--- src/rtl/logic_reduce_n_if.sv ---
// logic_reduce_n_if: operand/result handshake bundle for logic_reduce_n.
// The master side is the operand source plus result consumer; the slave
// side is the reduction block. The out_parity signal only exists when
// LOGIC_REDUCE_PARITY_EN is defined.
interface logic_reduce_n_if #(
  parameter int WIDTH = 16,
  parameter int CNT_W = 8
);
  logic             in_valid;
  logic             in_ready;
  logic [WIDTH-1:0] in_a;
  logic [WIDTH-1:0] in_b;
  logic [1:0]       in_op;
  logic             in_inv;
  logic             in_last;
  logic             out_valid;
  logic             out_ready;
  logic [WIDTH-1:0] out_data;
  logic [CNT_W-1:0] out_beats;
`ifdef LOGIC_REDUCE_PARITY_EN
  logic             out_parity;
`endif

  modport master (
    output in_valid, in_a, in_b, in_op, in_inv, in_last, out_ready,
    input  in_ready, out_valid, out_data, out_beats
`ifdef LOGIC_REDUCE_PARITY_EN
    , input out_parity
`endif
  );

  modport slave (
    input  in_valid, in_a, in_b, in_op, in_inv, in_last, out_ready,
    output in_ready, out_valid, out_data, out_beats
`ifdef LOGIC_REDUCE_PARITY_EN
    , output out_parity
`endif
  );
endinterface

--- src/rtl/logic_reduce_n.sv ---
// logic_reduce_n: streaming bitwise AND/OR/XOR reducer.
// Each accepted beat computes a OP b, and the beat results are folded with
// the same OP across a packet delimited by in_last. The op and the output
// inversion are taken from the first beat of a packet. The result is held
// until the consumer accepts it. Optional out_parity port is enabled by
// defining LOGIC_REDUCE_PARITY_EN.
module logic_reduce_n #(
  parameter int WIDTH = 16,
  parameter int CNT_W = 8
) (
  input logic             clk,
  input logic             rst_n,
  logic_reduce_n_if.slave bus
);

  typedef enum logic [1:0] {IDLE, ACCUM, HOLD} state_t;

  localparam logic [CNT_W-1:0] BEATS_MAX = '1;

  state_t           state;
  state_t           state_next;
  logic [1:0]       op_q;
  logic             inv_q;
  logic [WIDTH-1:0] acc;
  logic [CNT_W-1:0] beats;
  logic [WIDTH-1:0] data_q;
`ifdef LOGIC_REDUCE_PARITY_EN
  logic             parity_q;
`endif

  logic             accept;
  logic             first_beat;
  logic [1:0]       op_eff;
  logic             inv_eff;
  logic [WIDTH-1:0] beat_res;
  logic [WIDTH-1:0] acc_next;
  logic [WIDTH-1:0] result;

  // Op code 11 is deliberately folded onto AND.
  function automatic logic [WIDTH-1:0] apply_op(input logic [1:0] op,
                                                input logic [WIDTH-1:0] x,
                                                input logic [WIDTH-1:0] y);
    case (op)
      2'b01:   apply_op = x | y;
      2'b10:   apply_op = x ^ y;
      default: apply_op = x & y;
    endcase
  endfunction

  // Any beat accepted outside ACCUM opens a new packet, including one that
  // arrives in HOLD in the same cycle the old result is consumed.
  assign accept     = bus.in_valid & bus.in_ready;
  assign first_beat = (state != ACCUM);
  assign op_eff     = first_beat ? bus.in_op  : op_q;
  assign inv_eff    = first_beat ? bus.in_inv : inv_q;
  assign beat_res   = apply_op(op_eff, bus.in_a, bus.in_b);
  assign acc_next   = first_beat ? beat_res : apply_op(op_eff, acc, beat_res);
  assign result     = inv_eff ? ~acc_next : acc_next;

  assign bus.in_ready  = (state != HOLD) | bus.out_ready;
  assign bus.out_valid = (state == HOLD);
  assign bus.out_data  = data_q;
  assign bus.out_beats = beats;
`ifdef LOGIC_REDUCE_PARITY_EN
  assign bus.out_parity = parity_q;
`endif

  // State register; reset drops any partially accumulated packet.
  always_ff @(posedge clk or negedge rst_n) begin
    if (!rst_n) state <= IDLE;
    else        state <= state_next;
  end

  // Next-state: packets open on accepted beats, HOLD waits for out_ready.
  always_comb begin
    state_next = state;
    case (state)
      IDLE, ACCUM: begin
        if (accept) state_next = bus.in_last ? HOLD : ACCUM;
      end
      HOLD: begin
        if (bus.out_ready) begin
          if (accept) state_next = bus.in_last ? HOLD : ACCUM;
          else        state_next = IDLE;
        end
      end
      default: state_next = IDLE;
    endcase
  end

  // Datapath: fold accepted beats, count them with saturation, and
  // register the (optionally inverted) result on the last beat.
  always_ff @(posedge clk or negedge rst_n) begin
    if (!rst_n) begin
      op_q     <= 2'b00;
      inv_q    <= 1'b0;
      acc      <= '0;
      beats    <= '0;
      data_q   <= '0;
`ifdef LOGIC_REDUCE_PARITY_EN
      parity_q <= 1'b0;
`endif
    end else if (accept) begin
      acc <= acc_next;
      if (first_beat) begin
        op_q  <= bus.in_op;
        inv_q <= bus.in_inv;
        beats <= CNT_W'(1);
      end else if (beats != BEATS_MAX) begin
        beats <= beats + CNT_W'(1);
      end
      if (bus.in_last) begin
        data_q   <= result;
`ifdef LOGIC_REDUCE_PARITY_EN
        parity_q <= ^result;
`endif
      end
    end
  end

endmodule

--- src/flat_wrapper.sv ---
// flat-port wrapper written by rule: the top's interface ports become plain ports
module logic_reduce_n_flat 
#(
  parameter int WIDTH = 16,
  parameter int CNT_W = 8
)
  (clk, rst_n, bus_in_valid, bus_in_a, bus_in_b, bus_in_op, bus_in_inv, bus_in_last, bus_out_ready, bus_in_ready, bus_out_valid, bus_out_data, bus_out_beats);
  logic_reduce_n_if #(.WIDTH(WIDTH), .CNT_W(CNT_W)) bus_i ();
  input logic clk;
  input logic rst_n;
  input wire logic [$bits(bus_i.in_valid)-1:0] bus_in_valid;
  input wire logic [$bits(bus_i.in_a)-1:0] bus_in_a;
  input wire logic [$bits(bus_i.in_b)-1:0] bus_in_b;
  input wire logic [$bits(bus_i.in_op)-1:0] bus_in_op;
  input wire logic [$bits(bus_i.in_inv)-1:0] bus_in_inv;
  input wire logic [$bits(bus_i.in_last)-1:0] bus_in_last;
  input wire logic [$bits(bus_i.out_ready)-1:0] bus_out_ready;
  output wire logic [$bits(bus_i.in_ready)-1:0] bus_in_ready;
  output wire logic [$bits(bus_i.out_valid)-1:0] bus_out_valid;
  output wire logic [$bits(bus_i.out_data)-1:0] bus_out_data;
  output wire logic [$bits(bus_i.out_beats)-1:0] bus_out_beats;
  assign bus_i.in_valid = bus_in_valid;
  assign bus_i.in_a = bus_in_a;
  assign bus_i.in_b = bus_in_b;
  assign bus_i.in_op = bus_in_op;
  assign bus_i.in_inv = bus_in_inv;
  assign bus_i.in_last = bus_in_last;
  assign bus_i.out_ready = bus_out_ready;
  assign bus_in_ready = bus_i.in_ready;
  assign bus_out_valid = bus_i.out_valid;
  assign bus_out_data = bus_i.out_data;
  assign bus_out_beats = bus_i.out_beats;
  logic_reduce_n #(.WIDTH(WIDTH), .CNT_W(CNT_W)) u_core (.clk(clk), .rst_n(rst_n), .bus(bus_i));
endmodule
--- config.mk ---
export PLATFORM = sky130hd
export DESIGN_NAME = logic_reduce_n_flat
export DESIGN_NICKNAME = d
export VERILOG_FILES = /design/src/rtl/logic_reduce_n_if.sv /design/src/rtl/logic_reduce_n.sv /design/src/flat_wrapper.sv
export SDC_FILE = /design/constraint.sdc
export NUM_CORES = 1
export LEC_CHECK = 0
export CAP_MARGIN = 5
export CORE_UTILIZATION = 30
export CTS_CLUSTER_DIAMETER = 120
export DETAILED_ROUTE_END_ITERATION = 7
export HOLD_SLACK_MARGIN = 0.06
export PLACE_DENSITY_LB_ADDON = 0.08
export SLEW_MARGIN = 0
export SYNTH_ARGS = -nofsm -noshare
export SYNTH_HDL_FRONTEND = slang
export SYNTH_SLANG_ARGS = --single-unit
--- constraint.sdc ---
create_clock -name clk -period 4.8 [get_ports clk]
set_clock_uncertainty 0.05 [all_clocks]
set_input_delay 0.96 -clock clk [delete_from_list [all_inputs] [get_ports clk]]
set_output_delay 0.96 -clock clk [all_outputs]
set_load 0.02 [all_outputs]
---- Word level (Yosys, flattened, before mapping) ----
Index checks and enable logic that the tools add are counted.
operators by class
  multiplexer cells ....................... 13
  bitwise gates (word level) .............. 9
  reductions and logical operators ........ 6
  equality and inequality tests ........... 9
  $add $sub $neg .......................... 1
operators with widths
  kind                                                  number
  case mux 16 bit (2 select lines)                      2
  AND 16 bit                                            2
  two-way mux 16 bit                                    2
  bitwise OR 16 bit                                     2
  bitwise XOR 16 bit                                    2
  two-way mux 8 bit                                     2
  inverter 16 bit                                       1
  two-way mux 2 bit                                     5
  adder 8 x 1 -> 8 bit (second input constant)          1
  != test 8 bit (second input constant)                 1
  AND reduction 2 bit                                   3
  equality test 2 x 1 -> 1 bit (second input constant)  2
  equality test 2 bit (second input constant)           2
  != test 2 x 1 -> 1 bit (second input constant)        2
  != test 2 bit (second input constant)                 2
  case mux 2 bit (2 select lines)                       1
  logical NOT 2 bit                                     1
  nonzero test 2 bit                                    1
  OR reduction 2 bit                                    1
  AND 1 bit                                             1
  two-way mux 1 bit                                     1
  bitwise OR 1 bit                                      1
word-level totals
  word-level logic and storage cells ...... 44
  flip-flop bits (word level) ............. 45
  output and inout bits ................... 26

---- Depth between registers and ports, before layout ----
Gate-level depths: netlist of the first run.
  word-level depth ........................ 9
  depth in mapped cells ................... 17
  depth with buffers taken out ............ 12

---- Least setup slack after synthesis of the first run ----
OpenSTA, ideal clock, no wires.
  kind .................................... input port to flip-flop
  from .................................... in bus_in_op[1]
  to ...................................... reg u_core.data_q[8] (netlist: u_core.bus.out_data[8])
  arrival ................................. 3.513 ns
  stages on the path ...................... 14
  library setup time ...................... 0.126 ns
  setup slack ............................. 1.111 ns
  data required time ...................... 4.624 ns
  buffers on the path ..................... 4
  cells stage by stage .................... mux2i_1 > inv_1 > ha_1 > buf_2 > buf_2 > buf_6 > clkbuf_1 > o31ai_1 > inv_1 > ha_1 > a21oi_1 > a221oi_1 > or2_0 > a221o_1
on the way
  longest elaborated chain between the ends .. 8
  elaborated cells between the ends (all ways) .. 11
  classes of those cells .................. eq/ne (2); mux (5); bitwise (4)
RTL lines
  element                                                              RTL line               RTL
  from (decl)                                                          flat_wrapper.sv:14     input wire logic [$bits(bus_i.in_op)-1:0] bus_in_op;
  two-way mux 2 bit *                                                  logic_reduce_n.sv:54   assign op_eff = first_beat ? bus.in_op : op_q;
  named net u_core.op_eff[1]                                           logic_reduce_n.sv:33   logic [1:0] op_eff;
  equality test 2 bit or equality test 2 x 1 -> 1 bit (tied branches)  logic_reduce_n.sv:43   case (op)
  case mux 16 bit (2 select lines)                                     logic_reduce_n.sv:43
  AND 16 bit (tied with other cells)                                   logic_reduce_n.sv:46   default: apply_op = x & y;
  case mux 16 bit (2 select lines)                                     logic_reduce_n.sv:43
  two-way mux 16 bit *                                                 logic_reduce_n.sv:57   assign acc_next = first_beat ? beat_res : apply_op(op_eff, acc, beat_res);
  inverter 16 bit                                                      logic_reduce_n.sv:58   assign result = inv_eff ? ~acc_next : acc_next;
  two-way mux 16 bit *                                                 logic_reduce_n.sv:58
  to (signal assigned)                                                 logic_reduce_n.sv:113  data_q <= result;
  to (decl)                                                            logic_reduce_n.sv:26   logic [WIDTH-1:0] data_q;
The timed path passes the listed nets; every way through them passes the cells marked *.
A chain may end at the register's enable or synchronous reset.

---- Final worst setup path of the first run ----
  from .................................... in bus_in_op[1]
  to ...................................... reg u_core.data_q[12] (netlist: u_core.bus.out_data[12])
The elaborated chain is that of the path after synthesis.

==> flow_metrics.tcl, run 1 <==
set metrics [dict create \
    n_antenna_cell 0 \
    period_share_pct 85.7 \
    tns_ns 0 \
    max-cap-violations 0 \
    setup_viol 0 \
    start_util_pct 30.9 \
    vias 3575 \
    path_class "in2reg" \
    dp_hpwl_microns 7240 \
    die_w_microns 122 \
    postCtsResizedCells 0 \
    grt_pass1_vias 3610 \
    grt_max_degree 46 \
    max_freq_ghz 0.243 \
    core_sq_mm 0.0139 \
    synth_cells 486 \
    final.fill_count 1403 \
    arrival_ns 4.24 \
    drv_slew 0 \
    hold_path_class "reg2reg" \
    drc 0 \
    drt_iter0_markers 180 \
    final_area_sq_mm 0.00522 \
    syn_nets 593 \
    path_max_fanout 32 \
    power_density_mw_per_mm2 400 \
    vias_per_cell 4.99 \
    synth_edf_count 0 \
    area_growth_pct 21.3 \
    cts_setup_buffers 0 \
    antenna_found_initial 0 \
    status "complete, no violations" \
    clockBufferDepth 2 \
    clk_pin_slew_worst_paths_ns 0.07 \
    routed_wirelength_microns 10800 \
    grt.total_usage_pct 15.0 \
    power_mw 2.09 \
    numCtsBuffers 5 \
    wire_per_inst_microns 15.0 \
    synth_area_sq_mm 0.00431 \
    final_hold_viol_count 0 \
    leakage_nw 2.48 \
    syn_avg_cell_area_sq_um 8.86 \
    grt_pass1_wl_microns 17700 \
    synth.distinct_cells 49 \
    cts_sinks 45 \
    relSlewSlack_pct 23.4 \
    synth_flop_cell "dfrtp_1" \
    nets 643 \
    ctsHoldBuffers 0 \
    h-tree-depth 2 \
    port_buffers 65 \
    gp_routability_congestion 0.751 \
    rows 43 \
    place_area_sq_mm 0.00505 \
    cts_tree "built" \
    ios 66 \
    worstMarginPinSlew_ns 1.13 \
    worstSkewPairLatency_ns 0.28 \
    async_flop_share_pct 100 \
    first_pass_iters 4 \
    ys_seq_elements 45 \
    ir_worst_vdd_mv 0.171 \
    gr-total-overflow 0 \
    critPathCaptureType "register" \
    die_h_microns 122 \
    ys_warn_count 0 \
    root_buffer "clkbuf_16" \
    rsz0062_at_grt "false" \
    antenna_left 0 \
    ys_seq_area_share_pct 26.1 \
    start_kind "input pin" \
    finalCriticalPeriod_ns 4.12 \
    cp.required_ns 4.92 \
    die_area_sq_mm 0.0148 \
    drive_above_1_share_pct 5.77 \
]
[flip-flops by register name, indices dropped and copies added (netlist names)]
| register | count |
|---|---|
| u_core.acc | 16 |
| u_core.inv_q | 1 |
| u_core.state | 2 |
| u_core.op_q | 2 |
| u_core.bus.out_beats | 8 |
| u_core.bus.out_data | 16 |
[critical path, cell delays in order]
cell             delay (ns)
clkdlybuf4s50_1        0.42
mux2i_1                0.23
inv_1                  0.08
ha_2                   0.74
buf_4                  0.36
nand2b_1               0.11
o31ai_1                0.10
inv_1                  0.08
ha_1                   0.28
a21oi_1                0.05
a221oi_1               0.42
nor4_1                 0.10
a221o_1                0.30
[cell type report]
type	count	area, sq um	area share (%)
well taps	180	225	4.31
repair buffers	73	706	13.5
inverters	77	289	5.53
clock buffers	6	139	2.66
multi-input cells	334	2700	51.7
clock inverters	2	37.5	0.719
flip-flops and latches	45	1130	21.6
[cell families (layout without fill, tap and decap cells)]
logic type               after synthesis  count (layout)  share of synthesized area, %
AND/OR/NAND/NOR                      129             129                          18.6
adder cells (fa/ha/maj)               67              67                          19.5
flip-flops                            45              45                          26.1
buffers and inverters                107             158                          11.3
multiplexers                           9               9                          2.38
AO/OA/AOI/OAI                        129             129                          22.1
[through the flow]
| step | cells | hold slack (ns) | setup WS, ns | util (%) |
|---|---|---|---|---|
| after detailed placement | 709 | 0.424 | 0.346 | 36.2 |
| final | 717 | 0.436 | 0.684 | 37.5 |
| after global routing | 717 | 0.477 | 0.359 | 37.5 |
| after CTS | 717 | 0.440 | 0.650 | 37.5 |
| after global placement | 709 | 0.419 | 0.494 | 36.2 |
| after floorplan | 486 | 0.399 | 1.11 | - |
[Yosys cell counts (all sizes together), types with 9 or more instances]
cell type	count	area share, %
or2	14	2.0
a21oi	14	1.6
nor4	15	2.2
buf	25	4.1
and2	15	2.2
o311a	14	3.3
ha	67	19
nand2b	32	4.6
nand2	12	1.1
nor2b	26	3.8
o21ai	36	4.2
a221oi	9	1.8
dfrtp	45	26
o31ai	16	2.8
a221o	16	3.7
inv	77	6.7
[final timing paths]
| check | cells after the start | from | to | slack (ns) |
|---|---|---|---|---|
| worst max-delay path | 13 | bus_in_op[1] | u_core.bus.out_data[12] | 0.68 |
| worst min-delay path | 2 | u_core.op_q[0] | u_core.op_q[0] | 0.44 |
| worst max register to register | 14 | u_core.state[0] | u_core.bus.out_data[12] | 0.81 |
| worst min register to register | 2 | u_core.op_q[0] | u_core.op_q[0] | 0.44 |
| max in group asynchronous | 2 | rst_n | u_core.acc[1] | 3.54 |
| min in group asynchronous | 2 | rst_n | u_core.bus.out_data[14] | 0.72 |
[power breakdown]
group	internal [mW]	switching, mW	total, mW
combinational	0.502	0.581	1.08
clock	0.260	0.156	0.416
sequential	0.502	0.0886	0.591
total	1.26	0.826	2.09
[routing by layer]
metal	global-route usage (%)	vias to the layer above	part of all wire, %
met5	0	-	0
met4	2.78	0	0.37
met3	1.78	2	4.0
li1	-	1818	-
met2	26.4	60	49
met1	19.7	1695	47
[cells in the final DEF (no fill, tap or decap), types with 3 or more instances in the layout]
| cell type | n |
|---|---|
| inv_1 | 76 |
| ha_1 | 66 |
| clkdlybuf4s50_1 | 64 |
| dfrtp_1 | 45 |
| nand2b_1 | 32 |
| nor2b_1 | 26 |
| o21ai_0 | 20 |
| o31ai_1 | 16 |
| a221o_1 | 16 |
| o21ai_1 | 16 |
| nor4_1 | 15 |
| and2_1 | 14 |
| a21oi_1 | 14 |
| o311a_1 | 14 |
| nand2_1 | 11 |
| or2_0 | 11 |
| a221oi_1 | 9 |
| buf_4 | 8 |
| a21o_1 | 5 |
| a311oi_1 | 5 |
| clkbuf_16 | 5 |
| mux2i_1 | 4 |
| or2_1 | 3 |
| and3_1 | 3 |
(Power assumes the default switching activity.)
==> run 2, diff against run 1 <==
Settings changed: CAP_MARGIN 5 to unset.
==> results of run 2 <==
No change in the layout: final DEF, timing and power equal those of run 1.
